**config.mk**
```make
export PLATFORM = sky130hd
export DESIGN_NAME = channel_count_serializer_flat
export DESIGN_NICKNAME = d
export VERILOG_FILES = /design/src/rtl/channel_count_serializer_if.sv /design/src/rtl/channel_count_serializer.sv /design/src/flat_wrapper.sv
export SDC_FILE = /design/constraint.sdc
export NUM_CORES = 1
export LEC_CHECK = 0
export ABC_AREA = 1
export CAP_MARGIN = 40
export CORE_UTILIZATION = 40
export CTS_CLUSTER_SIZE = 25
export DETAILED_ROUTE_END_ITERATION = 12
export PLACE_DENSITY = 0.63
export SYNTH_ARGS = -nofsm -noshare
export SYNTH_HDL_FRONTEND = slang
export SYNTH_SLANG_ARGS = --single-unit
export TNS_END_PERCENT = 20
```
**constraint.sdc**
```tcl
create_clock -name clk -period 2.2 [get_ports clk]
set_input_delay 0.44 -clock clk [delete_from_list [all_inputs] [get_ports clk]]
set_output_delay 0.44 -clock clk [all_outputs]
set_load 0.05 [all_outputs]
```
**src/rtl/channel_count_serializer_if.sv**
```systemverilog
// Bundle between the channel-sequencing FSM and the count/readout stage:
// impulse inputs, channel select and strobes in, serial word and status out.
interface channel_count_serializer_if #(
  parameter int NCH = 10
);
  logic [NCH-1:0] imp_in;
  logic [3:0]     ch_addr;
  logic           sl;
  logic           out_rst;
  logic           sdo;
  logic           sdo_valid;
  logic           ovf;
  logic           busy;

  modport master (
    output imp_in, ch_addr, sl, out_rst,
    input  sdo, sdo_valid, ovf, busy
  );

  modport slave (
    input  imp_in, ch_addr, sl, out_rst,
    output sdo, sdo_valid, ovf, busy
  );
endinterface

```
**src/rtl/channel_count_serializer.sv**
```systemverilog
// Per-channel saturating impulse counters with a snapshot-and-shift readout.
// A word takes CW cycles of MSB-first data plus one ovf cycle; sl is ignored while busy.
module channel_count_serializer #(
  parameter int NCH = 10,
  parameter int CW  = 8
) (
  input logic                  clk,
  input logic                  rst_n,
  channel_count_serializer_if.slave bus
);
  localparam int BW = (CW > 1) ? $clog2(CW) : 1;
  localparam logic [CW-1:0] CNT_MAX = {CW{1'b1}};

  typedef enum logic [1:0] {IDLE, SHIFT, DONE} state_t;

  state_t         state;
  state_t         state_nxt;
  logic [NCH-1:0] sync1;
  logic [NCH-1:0] sync2;
  logic [NCH-1:0] prev;
  logic [NCH-1:0] edge_det;
  logic [CW-1:0]  cnt [NCH];
  logic [CW-1:0]  shreg;
  logic [CW-1:0]  snap;
  logic [BW-1:0]  bitcnt;
  logic           load;

  assign edge_det = sync2 & ~prev;
  assign load     = (state == IDLE) && bus.sl;

  // Out-of-range addresses match no channel, so they read as zero and clear nothing.
  always_comb begin
    snap = '0;
    for (int i = 0; i < NCH; i++) begin
      if (bus.ch_addr == 4'(i)) snap = cnt[i];
    end
  end

  always_ff @(posedge clk or negedge rst_n) begin
    if (!rst_n) begin
      sync1 <= '0;
      sync2 <= '0;
      prev  <= '0;
    end else begin
      sync1 <= bus.imp_in;
      sync2 <= sync1;
      prev  <= sync2;
    end
  end

  // An edge coinciding with the load of its own channel opens the next count period.
  always_ff @(posedge clk or negedge rst_n) begin
    if (!rst_n) begin
      for (int i = 0; i < NCH; i++) cnt[i] <= '0;
    end else begin
      for (int i = 0; i < NCH; i++) begin
        if (bus.out_rst) begin
          cnt[i] <= '0;
        end else if (load && (bus.ch_addr == 4'(i))) begin
          cnt[i] <= edge_det[i] ? CW'(1) : '0;
        end else if (edge_det[i] && (cnt[i] != CNT_MAX)) begin
          cnt[i] <= cnt[i] + CW'(1);
        end
      end
    end
  end

  always_ff @(posedge clk or negedge rst_n) begin
    if (!rst_n) begin
      state <= IDLE;
    end else begin
      state <= state_nxt;
    end
  end

  always_comb begin
    state_nxt = state;
    case (state)
      IDLE:    if (bus.sl) state_nxt = SHIFT;
      SHIFT:   if (bitcnt == BW'(CW - 1)) state_nxt = DONE;
      DONE:    state_nxt = IDLE;
      default: state_nxt = IDLE;
    endcase
  end

  always_ff @(posedge clk or negedge rst_n) begin
    if (!rst_n) begin
      shreg  <= '0;
      bitcnt <= '0;
    end else if (load) begin
      shreg  <= snap;
      bitcnt <= '0;
    end else if (state == SHIFT) begin
      shreg  <= shreg << 1;
      bitcnt <= bitcnt + BW'(1);
    end
  end

  // Outputs decode the state register only, so an async reset drops them at once.
  assign bus.sdo       = (state == SHIFT) && shreg[CW-1];
  assign bus.sdo_valid = (state == SHIFT);
  assign bus.ovf       = (state == DONE);
  assign bus.busy      = (state != IDLE);
endmodule

```
**src/flat_wrapper.sv**
```systemverilog
// flat-port wrapper written by rule: the top's interface ports become plain ports
module channel_count_serializer_flat 
#(
  parameter int NCH = 10,
  parameter int CW  = 8
)
  (clk, rst_n, bus_imp_in, bus_ch_addr, bus_sl, bus_out_rst, bus_sdo, bus_sdo_valid, bus_ovf, bus_busy);
  channel_count_serializer_if #(.NCH(NCH)) bus_i ();
  input logic clk;
  input logic rst_n;
  input wire logic [$bits(bus_i.imp_in)-1:0] bus_imp_in;
  input wire logic [$bits(bus_i.ch_addr)-1:0] bus_ch_addr;
  input wire logic [$bits(bus_i.sl)-1:0] bus_sl;
  input wire logic [$bits(bus_i.out_rst)-1:0] bus_out_rst;
  output wire logic [$bits(bus_i.sdo)-1:0] bus_sdo;
  output wire logic [$bits(bus_i.sdo_valid)-1:0] bus_sdo_valid;
  output wire logic [$bits(bus_i.ovf)-1:0] bus_ovf;
  output wire logic [$bits(bus_i.busy)-1:0] bus_busy;
  assign bus_i.imp_in = bus_imp_in;
  assign bus_i.ch_addr = bus_ch_addr;
  assign bus_i.sl = bus_sl;
  assign bus_i.out_rst = bus_out_rst;
  assign bus_sdo = bus_i.sdo;
  assign bus_sdo_valid = bus_i.sdo_valid;
  assign bus_ovf = bus_i.ovf;
  assign bus_busy = bus_i.busy;
  channel_count_serializer #(.NCH(NCH), .CW(CW)) u_core (.clk(clk), .rst_n(rst_n), .bus(bus_i));
endmodule
```
# == Word-level counts from Yosys, hierarchy flattened ==
# Index checks and enable logic that the tools add are counted.
# totals
input_bits,18
register_bits,123
wordCells,147
out_inout_bits,4
# op_classes
n_bitwise,2
n_mux,57
n_reduce_logical,37
n_addsub,11
n_eq_ne,24
# ops
op,count
$mux 8,42
$add 8x1->8 const B,10
$ne 8x8->1 const B,10
$reduce_bool 3->1,10
$logic_and 1x1->1,22
$eq 4x3->1 const B,4
$and 10x10->10,1
$mux 1,10
$not 10->10,1
$eq 4x2->1 const B,2
$eq 4x4->1 const B,2
$mux 3,2
$eq 4x1->1 const B,1
$logic_not 4->1,1
$mux 2,2
$pmux 2 s2,1
$reduce_bool 2->1,2
$add 3x1->3 const B,1
$eq 3x3->1 const B,1
$eq 2x1->1 const B,1
$eq 2x2->1 const B,1
$logic_not 2->1,1
$ne 2x1->1 const B,1
$ne 2x2->1 const B,1
$reduce_and 2->1,1

# == Logic depth before layout (Yosys ltp) ==
# depth
depth_word,12
depth_mapped,11
depth_no_buf,11

# == Worst setup path after synthesis ==
# Ideal clock, no wire load.
# synth_path
path_type,flip-flop to output port
from,register u_core.state[1]
to,output port bus_sdo
required_ns,1.760
n_path_buf,1
arrival_time_ns,2.140
path_stages_with_launch,5
setup_slack_ns,-0.380
cell_sequence,dfrtp_1 nor2_1 inv_1 clkbuf_1 nor2_1
# synth_via
elab_chain_cells,2
# synth_lines
element,line_no,text
"start, declared",channel_count_serializer.sv:16,state_t state;
"start signal, assigned",channel_count_serializer.sv:72,state <= state_nxt;
$eq 2x1->1,--,
net bus_sdo_valid,flat_wrapper.sv:16,output wire logic [$bits(bus_i.sdo_valid)-1:0] bus_sdo_valid;
$logic_and 1x1->1,channel_count_serializer.sv:100,assign bus.sdo = (state == SHIFT) && shreg[CW-1];
"end, declared",flat_wrapper.sv:15,output wire logic [$bits(bus_i.sdo)-1:0] bus_sdo;
# The timed path passes the listed nets, and every way through them passes these cells.

# == Worst setup path after layout ==
# layout_path
from,register u_core.state[1]
to,output port bus_sdo
# layout_via
elab_chain_cells,2
# layout_lines
element,line_no
$eq 2x1->1,channel_count_serializer.sv:100
$logic_and 1x1->1,channel_count_serializer.sv:100
# Every way passes these cells.

==> impl_metrics.toml <==
[worst_setup_path]
arrival_ns = 1.58
start_kind = "flop"
cpPeakStageDelay_ns = 0.39
path_cells = "nor2_2, inv_1, nor2_2, buf_12"
cp_max_fo = 11
critPathTopFamily = "simple AND/OR/NAND/NOR gates"
critical_path_class = "reg -> out"
cp.required_ns = 1.76
critPathBufInv = 2
slowest_stage = "dfrtp_1"
r2r_setup_slack_ns = 0.34
endpoint_kind = "primary output"
cpMostUsedCell = "nor2_2"

[sta]
min_period_over_period_pct = 91.8
timing.final.max_slew_violations = 0
clock.fmax_ghz = 0.495
tns_ns = 0
setup_viol = 0
grt_setup_unrepaired = "false"
hold_viol = 0
min_period_ns = 2.02
worst_pin_slew_ns = 0.584
setup_ws_ns = 0.181
skew_ns = 0.00937
maxSlewHeadroom_pct = 61.1

[detailed_routing]
dr.pass1.iters = 5
first_iter_violations = 340
routedWlPerCell_um = 13.1
drtAntennaViolNets = 0
vias = 5586
viasPerCell = 4.92
drt-total-wl_mm = 14.9
drcViolationCount = 0

[pwr]
power.internal_w = 0.00475
seq_power_share_pct = 39.2
pwr-share-comb_pct = 17.9
netSwitchingFraction_pct = 28.6
p_leak_nw = 3.59
pwr-share-clk_pct = 42.9
power_density_nw_per_um2 = 844
irDropWorstVdd_mv = 0.586
power.switching_w = 0.00190

[outcome]
status = "finished clean"

[final_layout]
multi_input_area_um2 = 3030
diodes = 0
fin_area_um2 = 7880
nFillCells = 1530
fin_nets = 936
finalCoreUtilization_pct = 49.1
drive_gt1_share_pct = 12.4
seq_area_um2 = 3080
area_growth_pct = 18.7

[logic_synthesis]
synth_area_leaders = "dfrtp_1 (46%), nand2_1 (9.4%), inv_1 (6.4%), nor2_1 (6.3%), a21oi_1 (5.3%)"
synth-xor-area-share_pct = 1.85
synth_cells = 856
synth_top_family_by_area = "simple AND/OR/NAND/NOR gates"
yosysTopAreaCell = "dfrtp_1"
ys_seq_elements = 123
yosysTopAreaCellShare_pct = 46.3
syn-cell-area_um2 = 6640
synthMuxAreaShare_pct = 0
yosys.area_share.simple_pct = 27.4
syn-num-nets = 886
yosysWarnings = 0
synth-adder-area-share_pct = 2.26
synth_edf_count = 0
synth_compound_area_share_pct = 14.1
seq_area_frac_synth_pct = 46.3
synth_ff_type = "dfrtp_1"
syn_avg_cell_area_um2 = 7.76
ys_async_sr_fraction_pct = 100
synth.most_common_cell = "nand2_1"
yosys.cell_types.count = 40
synthTopCellsByCount = "nand2_1 (166), dfrtp_1 (123), inv_1 (114)"

[clock_network]
cts_tree = "built"
clock-sinks = 123
cts-root-buf = "clkbuf_16"
htreeDepth = 4
cts_setup_buffers = 0
cts.clk_slew.worst_paths_ns = 0.06
cts_buffer_depth = 2
cts_buffers = 17
insertion_delay_ns = 0.42

[floorplanning]
core_area_um2 = 16100
ios = 22
dieArea_um2 = 17100
initial_utilization_pct = 41.4
fp.dieW_um = 131
fp.dieH_um = 131
fp-row-count = 46

[global_route]
antenna_found_initial = 0
grt_pass1_wl_mm = 25.4
track_usage_pct = 19.5
grt_pass1_vias = 5206
grt.overflow.total = 0
grt_max_degree = 73

[job]
drv_cap = 0

[place]
post-place-ws_ns = -0.0658
placed_area_um2 = 7260
place.gp.congestion = 0.869
dp_hpwl_mm = 10.9
io_buffer_count = 21

[hold_path]
hp-class = "reg -> reg"
-- cells by family (layout without fill, tap and decap cells) --
kind of cell    count (synthesis)  in the layout
compound gates                164            164
xor+xnor                       14             14
fa+ha+maj                      12             12
buf+inv                       136            199
flops                         123            123
simple gates                  407            407
-- state kept, by name, indices dropped and copies added (netlist names) --
name           count
u_core.shreg       8
u_core.state       2
u_core.bitcnt      3
u_core.prev       10
u_core.sync1      10
u_core.sync2      10
u_core.cnt        80
-- final cells by class --
cell class	count	share of cell area, %
clock buffer	21	5.84
sequential	123	39.0
inverter	126	6.03
timing repair buffer	41	5.36
multi-input combinational	597	38.5
tap	216	3.43
clock inverter	11	1.83
-- routing by layer --
layer | vias up | GRT usage (%) | wire [um]
li1 | 2878 | - | -
met1 | 2608 | 27.7 | 7600
met2 | 81 | 29.0 | 6580
met3 | 19 | 4.07 | 485
met4 | 0 | 7.57 | 245
met5 | - | 0 | 0
-- final timing paths --
| path | start | to | cells past startpoint |
|---|---|---|---|
| min in group asynchronous | rst_n | u_core.sync2[1] | 2 |
| max in group asynchronous | rst_n | u_core.sync1[8] | 3 |
| hold / removal | u_core.sync1[5] | u_core.sync2[5] | 0 |
| setup / recovery | u_core.state[1] | bus_sdo | 4 |
| setup reg to reg | u_core.cnt[24] | u_core.cnt[30] | 10 |
| hold reg to reg | u_core.sync1[5] | u_core.sync2[5] | 0 |
-- power by group through the flow --
| stage | Sequential (W) | Combinational (W) | Clock [W] |
|---|---|---|---|
| 2_1_floorplan | 0.00260 | 0.000826 | 0 |
| 3_5_place_dp | 0.00264 | 0.00120 | 0 |
| 6_report | 0.00261 | 0.00119 | 0.00285 |
| 3_3_place_gp | 0.00264 | 0.00119 | 0 |
| 5_1_grt | 0.00263 | 0.00134 | 0.00302 |
| 4_1_cts | 0.00261 | 0.00121 | 0.00292 |
-- cell usage in the layout, fill, tap and decap left out, types with 11 or more instances in the layout --
cell type        count
inv_2               11
dfrtp_1            123
inv_1              114
clkdlybuf4s50_1     16
ha_1                12
clkbuf_16           17
buf_4               17
nand3_1             61
nor2_2              12
nand4_1             13
nand2_1            166
o21ai_0             57
nand2_2             16
nor2_1             110
a21oi_1             71
-- metrics by stage --
step	total power, W	std cells	hold WS, ns
2_1_floorplan	0.00343	856	0.144
3_3_place_gp	0.00383	1102	0.247
3_5_place_dp	0.00384	1102	0.247
4_1_cts	0.00673	1135	0.337
5_1_grt	0.00700	1135	0.355
6_report	0.00665	1135	0.343
-- timing repair --
item | in CTS | in global routing
hold buffers | 1 | 0
setup endpoints to repair | 0 | 2
hold endpoints to repair | 1 | 0
resized for setup | 0 | 2
Note: power is estimated with default switching activity, not from simulation.
